File: src/rtl/shot_arbiter.sv
// Two-player shot arbiter: trigger edge detect, per-player cooldown, in-flight budget, round-robin grant.
// Optional SHOT_AUTOFIRE_EN: a held trigger re-arms a player straight from the end of cooldown.
module shot_arbiter #(
  parameter int COOLDOWN     = 3000000,
  parameter int CD_W         = 22,
  parameter int MAX_INFLIGHT = 8
) (
  input  logic       clk,
  input  logic       reset,
  input  logic       trig_a,
  input  logic       trig_b,
  input  logic [9:0] pos_x_a,
  input  logic [9:0] pos_x_b,
  input  logic       shot_retired,
  output logic       fire,
  output logic [9:0] fire_x,
  output logic       fire_src,
  output logic [3:0] inflight,
  output logic       pool_full,
  output logic       busy_a,
  output logic       busy_b
);

  typedef enum logic [1:0] {
    IDLE    = 2'd0,
    PENDING = 2'd1,
    COOL    = 2'd2
  } state_t;

  state_t          state_q [2];
  state_t          state_d [2];
  logic [CD_W-1:0] cd_q [2];
  logic [CD_W-1:0] cd_d [2];
  logic [1:0]      trig_prev_q, trig_prev_d;
  logic            last_grant_q, last_grant_d;
  logic [3:0]      inflight_q, inflight_d;
  logic            fire_q, fire_d;
  logic [9:0]      fire_x_q, fire_x_d;
  logic            fire_src_q, fire_src_d;

  logic [1:0]      trig;
  logic [1:0]      grant;
  logic            can_grant;
  logic            retire_ok;

  assign trig = {trig_b, trig_a};

  // Index 0 is player A, index 1 is player B; last_grant uses the same encoding.
  always_comb begin
    trig_prev_d  = trig;
    can_grant    = (inflight_q < 4'(MAX_INFLIGHT));
    retire_ok    = shot_retired && (inflight_q != 4'd0);
    grant        = 2'b00;
    last_grant_d = last_grant_q;
    fire_x_d     = fire_x_q;
    fire_src_d   = fire_src_q;
    inflight_d   = inflight_q;

    if (can_grant) begin
      if (state_q[0] == PENDING && (state_q[1] != PENDING || last_grant_q)) begin
        grant = 2'b01;
      end else if (state_q[1] == PENDING) begin
        grant = 2'b10;
      end
    end

    fire_d = |grant;
    if (grant[0]) begin
      fire_x_d     = pos_x_a;
      fire_src_d   = 1'b0;
      last_grant_d = 1'b0;
    end else if (grant[1]) begin
      fire_x_d     = pos_x_b;
      fire_src_d   = 1'b1;
      last_grant_d = 1'b1;
    end

    case ({fire_d, retire_ok})
      2'b10:   inflight_d = inflight_q + 4'd1;
      2'b01:   inflight_d = inflight_q - 4'd1;
      default: inflight_d = inflight_q;
    endcase

    for (int i = 0; i < 2; i++) begin
      state_d[i] = state_q[i];
      cd_d[i]    = cd_q[i];
      case (state_q[i])
        IDLE: begin
          if (trig[i] && !trig_prev_q[i]) state_d[i] = PENDING;
        end
        PENDING: begin
          if (grant[i]) begin
            state_d[i] = COOL;
            cd_d[i]    = CD_W'(COOLDOWN - 1);
          end
        end
        COOL: begin
          if (cd_q[i] == '0) begin
`ifdef SHOT_AUTOFIRE_EN
            state_d[i] = trig[i] ? PENDING : IDLE;
`else
            state_d[i] = IDLE;
`endif
          end else begin
            cd_d[i] = cd_q[i] - CD_W'(1);
          end
        end
        default: state_d[i] = IDLE;
      endcase
    end
  end

  // Last grant resets to B so that A wins the first tie.
  always_ff @(posedge clk or negedge reset) begin
    if (!reset) begin
      state_q[0]   <= IDLE;
      state_q[1]   <= IDLE;
      cd_q[0]      <= '0;
      cd_q[1]      <= '0;
      trig_prev_q  <= 2'b00;
      last_grant_q <= 1'b1;
      inflight_q   <= 4'd0;
      fire_q       <= 1'b0;
      fire_x_q     <= 10'd0;
      fire_src_q   <= 1'b0;
    end else begin
      state_q[0]   <= state_d[0];
      state_q[1]   <= state_d[1];
      cd_q[0]      <= cd_d[0];
      cd_q[1]      <= cd_d[1];
      trig_prev_q  <= trig_prev_d;
      last_grant_q <= last_grant_d;
      inflight_q   <= inflight_d;
      fire_q       <= fire_d;
      fire_x_q     <= fire_x_d;
      fire_src_q   <= fire_src_d;
    end
  end

  assign fire      = fire_q;
  assign fire_x    = fire_x_q;
  assign fire_src  = fire_src_q;
  assign inflight  = inflight_q;
  assign pool_full = (inflight_q == 4'(MAX_INFLIGHT));
  assign busy_a    = (state_q[0] != IDLE);
  assign busy_b    = (state_q[1] != IDLE);

endmodule

File: config.mk
export PLATFORM = sky130hd
export DESIGN_NAME = shot_arbiter
export DESIGN_NICKNAME = d
export VERILOG_FILES = /design/src/rtl/shot_arbiter.sv
export SDC_FILE = /design/constraint.sdc
export NUM_CORES = 1
export LEC_CHECK = 0
export CELL_PAD_IN_SITES_DETAIL_PLACEMENT = 1
export CELL_PAD_IN_SITES_GLOBAL_PLACEMENT = 1
export CORE_UTILIZATION = 45
export DETAILED_ROUTE_END_ITERATION = 10
export PLACE_DENSITY_LB_ADDON = 0.1
export RECOVER_POWER = 25
export SYNTH_ARGS = -nofsm -noshare
export SYNTH_HDL_FRONTEND = slang
export SYNTH_SLANG_ARGS = --single-unit
File: constraint.sdc
create_clock -name clk -period 4.7 [get_ports clk]
set_input_delay 0.47 -clock clk [delete_from_list [all_inputs] [get_ports clk]]
set_output_delay 0.47 -clock clk [all_outputs]
set_load 0.03 [all_outputs]
==> results by group, run 1 <==
Run status
  – Status: complete, but fails checks
  – Failing checks: capacitance limit, slew limit

Synth
  – Mapped cell area: between 0.003 and 0.004 mm2
  – Top cells by area, synth: dfrtp_1 (47%), nor2_1 (3.8%), xnor2_1 (3.5%), a21oi_1 (2.9%), nand2_1 (2.7%)
  – Asr flop ratio synth: 100.0%
  – Synth cell count leaders: dfrtp_1 (66), nor2_1 (35), nand2_1 (25)
  – Area share of the largest cell type after synthesis: 47.40%
  – Synth cell types: 53
  – Seq/Total Area, Yosys: 48.15%
  – Main synth FF type: dfrtp_1
  – Largest area contributor in the netlist: dfrtp_1
  – Mapped Nets: 383
  – Post-synth EDFFs: 0
  – Most frequent cell after synthesis: dfrtp_1
  – Synth Area per Inst: 9.928 um2
  – Synth warnings: 0
  – Synth Instances: 351
  – Synth Register Bits: 67

CTS
  – Hold buffer count at CTS: 0
  – Clk pin slew, worst setup/hold paths: around 0.080 ns
  – Latest clock arrival within the worst-skew pair: 0.35 ns
  – Total CTS buffers: 9
  – Clock Path Buffers: 2
  – TritonCTS clock tree: yes
  – CTS H-tree depth: 3
  – Postcts setup bufs: 0
  – Cts repair resizes: 0
  – Clk root buf: clkbuf_8
  – Clock Sinks: 67

Timing
  – Minimum clock period: 3.098 ns
  – Final hold slack: 0.5116 ns
  – Highest clock rate: 322.8 MHz
  – Sum Neg Setup Slack: 0 ns
  – Final Hold Fails: 0
  – Final Max Tran Viols: 46
  – Worst slew pin tran: 2.483 ns
  – Final setup fails: 0
  – RSZ-0062 raised after global routing: no
  – Crit share post-route: 65.91%
  – Slew headroom: -65.52%
  – Clock skew: 0.009778 ns

Layout
  – Final Util: 56.71%
  – Nets@finish: 424
  – Layout cell share with drive strength beyond 1: 8.564%
  – Multi-input gate area: 0.001673 mm2
  – Final instance area: 0.004179 mm2
  – Layout area overhead: 19.93%
  – Final non-filler cell total: 496
  – Antenna diodes: 0
  – Fill count: 816
  – Storage element area: 0.001678 mm2

Detailed routing
  – DRC viols: 0
  – DR WL/cell: between 15 and 20 um
  – Post-route ant nets: 0
  – DR vias/cell: 5.728
  – Number of DRC markers in iteration 0: 98
  – Detailed Route WL: 8421 um
  – Vias: 2,841
  – Pre-Repair DR Iteration Count: 4

Power and ir drop
  – Cell Pwr Density: 530.3 mW/mm2
  – Lkg Pwr: 1.586 nW
  – VDD IR max: 0.0003308 V

Floorplanning
  – Die outline area: roughly 0.0081 mm2
  – IO Count: 44
  – Initial core utilization: 47.28%
  – Chip width: 90.00 um
  – Die height: 90.00 um
  – Num rows: 31
  – Core box area: 0.007370 mm2

Worst setup path
  – CP Class: reg -> reg
  – CP Cell Sequence: nand2b_1, o21a_1, nor2_1, ha_1, xor2_1, ha_1, a21oi_1, xor2_1, nor2_1, xor2_1
  – Data required, critical path: 4.93 ns
  – Crit-path slowest cell: nor2_1
  – CP max FO: 16
  – CP peak stage delay: 0.75 ns
  – Bufs and invs on worst path: 0
  – Most used cell, CP: xor2_1
  – CP Capture Type: register
  – Critical path data arrival time: 3.32 ns
  – Top delay family on crit path: simple AND/OR/NAND/NOR gates
  – Crit path launch type: register

Job
  – Maxcap violations: 1

GRT
  – Initial antenna violation count: 0
  – First-pass GRT wire length: 14,850 um
  – Pin count of the biggest net entering global routing: 46
  – Vias in the first global route: roughly 3,000
  – Gr ovfl total: 0
  – Total track usage: approximately 23%

Place
  – Final GP Congestion: 0.8171
  – HPWL after DPL: 5804 um
  – PortBufs: 43
  – Placed Cells: between 400 and 500
  – Post-Place Cell Area: 0.003983 mm2

Hold path
  – Hold Crit Class: reg -> reg
## worst paths after layout
check / cells past startpoint / endpoint / slack, ns / from
max: 10 / inflight[2] / 1.60 / state_q[1]
min: 1 / cd_q[11] / 0.51 / cd_q[11]
max reg2reg: 10 / inflight[2] / 1.60 / state_q[1]
min reg2reg: 1 / cd_q[11] / 0.51 / cd_q[11]
max in group asynchronous: 1 / state_q[0] / 2.40 / reset
min in group asynchronous: 1 / cd_q[41] / 0.87 / reset
## per-layer routing
metal / vias up / track usage [%] / routed length [um]
met5: - / 0 / 0
met4: 0 / 6.855 / 91
met3: 8 / 6.430 / 349
met2: 40 / 37.88 / 4122
met1: 1443 / 29.04 / 3859
li1: 1350 / - / -
## flip-flops by register name, indices dropped and copies added (netlist names)
register	count
fire_src	1
state_q	4
fire_x	10
fire	1
cd_q	44
last_grant_q	1
inflight	4
trig_prev_q	2
## area by class of cell
| cell class | count | area share, % |
|---|---|---|
| Clock buffer | 14 | 3.892 |
| Sequential cell | 67 | 40.15 |
| Clock inverter | 2 | 0.8383 |
| Tap cell | 99 | 2.964 |
| Inverter | 18 | 1.617 |
| Multi-Input combinational cell | 251 | 40.03 |
| Timing Repair Buffer | 45 | 10.51 |
## power by group
group | internal (mW) | switching, mW | leakage (nW) | total, mW
sequential | 0.720 | 0.145 | 0.735 | 0.865
combinational | 0.355 | 0.506 | 0.750 | 0.860
clock | 0.274 | 0.216 | 0.101 | 0.491
## stage by stage
stage / worst slack [ns] / power [mW]
after global placement: 1.671 / 1.699
after CTS: 1.560 / 2.238
after detailed placement: 1.590 / 1.736
after global routing: 1.238 / 2.351
final: 1.602 / 2.216
after floorplan: 2.046 / 1.398
## cells by family after synthesis
kind of cell | after synthesis | share of synthesized area [%]
adders and majority gates | 7 | 2.513
buffers and inverters | 33 | 3.842
AOI/OAI and AO/OA | 70 | 13.97
muxes | 9 | 2.621
xor gates and xnor gates | 23 | 5.781
DFF | 67 | 48.15
and+or+nand+nor | 142 | 23.12
## placed cells by master, fill, tap and decap left out, drive strengths merged, types with 4 or more instances in the layout
cell type / netlist / final
o211ai: 4 / 4
xnor2: 14 / 14
a211oi: 5 / 5
nand3: 10 / 10
nor3b: 7 / 7
o31ai: 5 / 5
xor2: 9 / 9
clkbuf: 12 / 15
nor2: 35 / 35
or4: 11 / 11
o22ai: 10 / 10
ha: 7 / 7
a21oi: 20 / 20
dfrtp: 66 / 66
o21ai: 6 / 6
a31oi: 5 / 5
inv: 18 / 18
or3: 5 / 5
nor4: 12 / 12
clkdlybuf4s50: 0 / 40
nand2b: 4 / 4
nor3: 15 / 15
nand2: 25 / 25
mux2i: 8 / 8
No activity file was read; power rests on OpenSTA's default activity.
==> run 2: changes to the inputs <==
CORE_UTILIZATION = 43   (was 45)
clock period = 3.15 ns   (was 4.7 ns; I/O delays follow)
==> results by group, run 2 (synthesized netlist as in run 1, its figures left out) <==
Power and ir drop
  – Switching Share: 38.69%
  – VDD IR max: 0.0004561 V
  – Internal power: a little over 2 mW
  – Lkg Pwr: 1.619 nW
  – Sequential share of power: 38.4%
  – Comb pwr share: 38.6%
  – Total Power: about 3.3 mW
  – Switching power: 1.295 mW
  – Cell Pwr Density: between 700 and 800 mW/mm2
  – Clock power share: 23.0%

Worst setup path
  – CP Capture Type: register
  – R2R depth: 5
  – CP max FO: 8
  – Crit path launch type: register
  – Critical path data arrival time: 2.68 ns
  – Data required, critical path: 3.38 ns
  – CP Class: reg -> reg

Timing
  – Minimum clock period: 2.449 ns
  – Final Hold Fails: 0
  – Clock skew: 0.01006 ns
  – Final Max Tran Viols: 68
  – Crit share post-route: 77.75%
  – RSZ-0062 raised after global routing: no
  – Slew headroom: -12.18%
  – Highest clock rate: a little over 400 MHz
  – Sum Neg Setup Slack: 0 ns
  – Final setup fails: 0
  – Setup ws final: 0.7008 ns
  – Worst slew pin tran: 1.683 ns

Detailed routing
  – DRC viols: 0
  – Post-route ant nets: 0
  – Number of DRC markers in iteration 0: 78
  – Vias: 2,845
  – DR WL/cell: between 15 and 20 um
  – Detailed Route WL: 8255 um
  – DR vias/cell: around 5.6
  – Pre-Repair DR Iteration Count: 4

Hold path
  – Hold Crit Class: in -> async

Place
  – PortBufs: between 40 and 50
  – Post-Place Cell Area: roughly 0.004 mm2
  – HPWL after DPL: 5722 um
  – Final GP Congestion: 0.7741
  – Pre-CTS setup slack: 0.7715 ns

Layout
  – Fill count: 858
  – Layout cell share with drive strength beyond 1: roughly a tenth
  – Final instance area: 0.004243 mm2
  – Layout area overhead: 21.76%
  – Nets@finish: 430
  – Biggest register: cd_q
  – Most common cell after layout, fill and taps aside: dfrtp_1
  – Antenna diodes: 0
  – Most frequent cells in the layout: dfrtp_1 (66), clkdlybuf4s50_1 (40), nor2_1 (35)
  – Max FFs per register: 44

Floorplanning
  – Die height: 92.02 um
  – Die outline area: 0.008468 mm2
  – Num rows: 32
  – Initial core utilization: approximately 45%
  – Core box area: roughly 0.008 mm2
  – Chip width: 92.02 um
  – IO Count: 44

GRT
  – Initial antenna violation count: 0
  – Total track usage: 21.17%
  – First-pass GRT wire length: 14,210 um
  – Gr ovfl total: 0
  – Pin count of the biggest net entering global routing: 68
  – Vias in the first global route: 2,969

CTS
  – Postcts setup bufs: 0
  – Latest clock arrival within the worst-skew pair: approximately 0.34 ns
  – Hold buffer count at CTS: 0
  – CTS H-tree depth: 3
  – Cts repair resizes: 0
  – Clk root buf: clkbuf_8
  – Clock Sinks: 67
  – TritonCTS clock tree: yes
  – Clock Path Buffers: 2
  – Total CTS buffers: 9
  – Clk pin slew, worst setup/hold paths: 0.07 ns

Run status
  – Failing checks: capacitance limit, slew limit
  – Status: complete, but fails checks

Job
  – Maxcap violations: 1
-- run 2: path summary, 6_finish.rpt --
path                                  from          to  slack [ns]
min in group clk                  cd_q[22]    cd_q[22]        0.51
worst max-delay path            state_q[2]    cd_q[43]        0.70
max in group asynchronous            reset  state_q[3]        1.66
worst max register to register  state_q[2]    cd_q[43]        0.70
worst min-delay path                 reset    cd_q[31]        0.47
worst min register to register    cd_q[22]    cd_q[22]        0.51
-- run 2: power by group through the flow --
| stage | combinational (mW) | sequential [mW] | clock [mW] |
|---|---|---|---|
| floorplan | 0.637 | 1.45 | 0 |
| global placement | 1.27 | 1.29 | 0 |
| detailed placement | 1.31 | 1.30 | 0 |
| CTS | 1.32 | 1.29 | 0.782 |
| global route | 1.42 | 1.33 | 0.825 |
| finish | 1.29 | 1.29 | 0.769 |
-- run 2: stage by stage --
| step | cells | hold WS (ns) | utilization [%] |
|---|---|---|---|
| 6_report | 505 | 0.4733 | 54.62 |
| 5_1_grt | 505 | 0.5364 | 54.62 |
| 4_1_cts | 505 | 0.2080 | 54.66 |
| 3_5_place_dp | 489 | 0.4987 | 51.90 |
| 3_3_place_gp | 489 | 0.4885 | 51.90 |
| 2_1_floorplan | 351 | 0.01941 | - |
-- run 2: metal layers --
metal,track usage [%],vias up,part of all wire (%)
met5,0,-,0
met4,7.682,0,1.4
met3,4.892,10,4.6
met2,33.58,55,46
met1,28.28,1414,48
li1,-,1366,-
-- run 2: layout make-up --
class / instances / area [um2] / area share [%]
flip-flops and latches: 67 / 1678 / 39.55
multi-input cells: 251 / 1673 / 39.43
repair buffers: 51 / 483.0 / 11.38
clock buffers: 13 / 168.9 / 3.981
well taps: 102 / 127.6 / 3.008
inverters: 18 / 67.56 / 1.592
clock inverters: 3 / 45.04 / 1.062
-- run 2: worst max-delay path, stage by stage (launching register included) --
cell	delay (ns)
dfrtp_1	0.45
or4b_1	0.60
or4_1	0.68
nor4_2	0.35
xnor2_1	0.18
nand2_1	0.08
==> run 3: changes to the inputs <==
CORE_UTILIZATION = 39   (was 43)
clock period = 2.1 ns   (was 3.15 ns; I/O delays follow)
==> results by group, run 3 (synthesized netlist as in run 1, its figures left out) <==
Worst setup path
  – CP peak stage delay: roughly 0.61 ns
  – Crit-path slowest cell: or4_4
  – Crit path launch type: register
  – CP Class: reg -> reg
  – CP Capture Type: register
  – CP max FO: 8
  – CP Cell Sequence: or4b_4, or4_4, nor4_4, xnor2_1, nand2_1
  – Critical path data arrival time: 2.32 ns
  – Data required, critical path: 2.30 ns

Detailed routing
  – Post-route ant nets: 0
  – DR vias/cell: 5.449
  – Pre-Repair DR Iteration Count: 4
  – Vias: 3,057
  – DRC viols: 0
  – Number of DRC markers in iteration 0: 86
  – DR WL/cell: between 15 and 20 um
  – Detailed Route WL: between 9000 and 10,000 um

Timing
  – Final setup fails: 1
  – Crit share post-route: 100.8%
  – Slew headroom: a little over a third
  – Final Hold Fails: 0
  – Worst slew pin tran: about 0.95 ns
  – Clock skew: 0.01337 ns
  – RSZ-0062 raised after global routing: yes
  – Highest clock rate: 472.3 MHz
  – Setup ws final: -0.01709 ns
  – Final hold slack: 0.4571 ns
  – Minimum clock period: 2.117 ns
  – Sum Neg Setup Slack: -0.01709 ns
  – Final Max Tran Viols: 0

CTS
  – Latest clock arrival within the worst-skew pair: about 0.35 ns
  – Clock Sinks: 67
  – CTS H-tree depth: 3
  – Clk pin slew, worst setup/hold paths: 0.07 ns
  – Clk root buf: clkbuf_8
  – Total CTS buffers: 9
  – TritonCTS clock tree: yes
  – Clock Path Buffers: 2

GRT
  – Gr ovfl total: 0
  – Initial antenna violation count: 0
  – Vias in the first global route: 3,130
  – Total track usage: a little over a fifth
  – Pin count of the biggest net entering global routing: 68
  – First-pass GRT wire length: 15,010 um

Power and ir drop
  – Cell Pwr Density: 1110 mW/mm2
  – Sequential share of power: 34.3%
  – Switching Share: between 30 and 40%
  – Switching power: 2.079 mW
  – Internal power: 3.275 mW
  – Clock power share: 19.8%
  – VDD IR max: roughly 0.00084 V
  – Total Power: 5.354 mW
  – Comb pwr share: ~46%
  – Lkg Pwr: about 1.9 nW

Floorplanning
  – Die outline area: 0.009317 mm2
  – Chip width: 96.53 um
  – Core box area: 0.008678 mm2
  – Num rows: 34
  – Initial core utilization: 40.15%
  – Die height: around 97 um
  – IO Count: 44

Layout
  – Nets@finish: between 400 and 500
  – Biggest register: cd_q
  – Antenna diodes: 0
  – Most common cell after layout, fill and taps aside: dfrtp_1
  – Layout area overhead: 38.42%
  – Final non-filler cell total: 561
  – Max FFs per register: 44
  – Fill count: 958
  – Layout cell share with drive strength beyond 1: 26.49%
  – Final Util: 55.58%
  – Most frequent cells in the layout: dfrtp_1 (65), buf_4 (55), clkdlybuf4s50_1 (39)
  – Final instance area: 0.004823 mm2

Run status
  – Failing checks: setup timing
  – Status: complete, but fails checks

Place
  – Pre-CTS setup slack: -0.09320 ns
  – HPWL after DPL: 6525 um
  – Placed Cells: 541
  – Post-Place Cell Area: 0.004467 mm2
  – PortBufs: 43
  – Final GP Congestion: 0.7671

Hold path
  – Hold Crit Class: in -> reg

Job
  – Maxcap violations: 0
-- run 3: final cells by class --
class	count	area [um2]	area share, %
Inverter	18	67.56	1.401
Tap cell	108	135.1	2.802
Clock inverter	3	40.04	0.8301
Sequential cell	67	1679	34.81
Clock buffer	11	141.4	2.931
Timing Repair Buffer	103	897.1	18.60
Multi-Input combinational cell	251	1863	38.63
-- run 3: repair_timing --
action | CTS | global route
buffers inserted | 2 | 3
hold buffers | 1 | 0
endpoints found under the setup margin | 11 | 36
hold endpoints to repair | 66 | 0
pin swaps | 8 | 7
resized for setup | 3 | 26
-- run 3: metal layers --
metal	share of wire, %	wire length (um)	vias to the layer above	GRT usage (%)
met5	0	0	-	0
met4	1.7	160	0	8.088
met3	3.7	346	14	4.382
met2	48	4474	50	34.33
met1	46	4280	1528	27.67
li1	-	-	1465	-
-- run 3: path summary, 6_finish.rpt --
kind / start / end / slack [ns] / cells past startpoint
max: cd_q[23] / cd_q[41] / -0.02 / 5
max in group asynchronous: reset / inflight[3] / 0.80 / 3
max reg2reg: cd_q[23] / cd_q[41] / -0.02 / 5
min reg2reg: fire_src / fire_src / 0.51 / 2
min: pos_x_b[9] / fire_x[9] / 0.46 / 3
min in group asynchronous: reset / cd_q[41] / 0.66 / 3
-- run 3: critical path: cells and delay by family, from the launching register on --
kind	cells	cell delay, ns
flip-flops	1	0.40
AND/OR/NAND/NOR	4	1.39
XOR/XNOR	1	0.17
-- run 3: power groups by stage --
stage                     logic, mW  registers, mW  clock network [mW]
after detailed placement       2.41           1.85                   0
after floorplan                1.03           2.19                   0
final                          2.46           1.84                1.06
after CTS                      2.42           1.83                1.08
after global routing           2.70           1.88                1.13
after global placement         2.34           1.83                   0
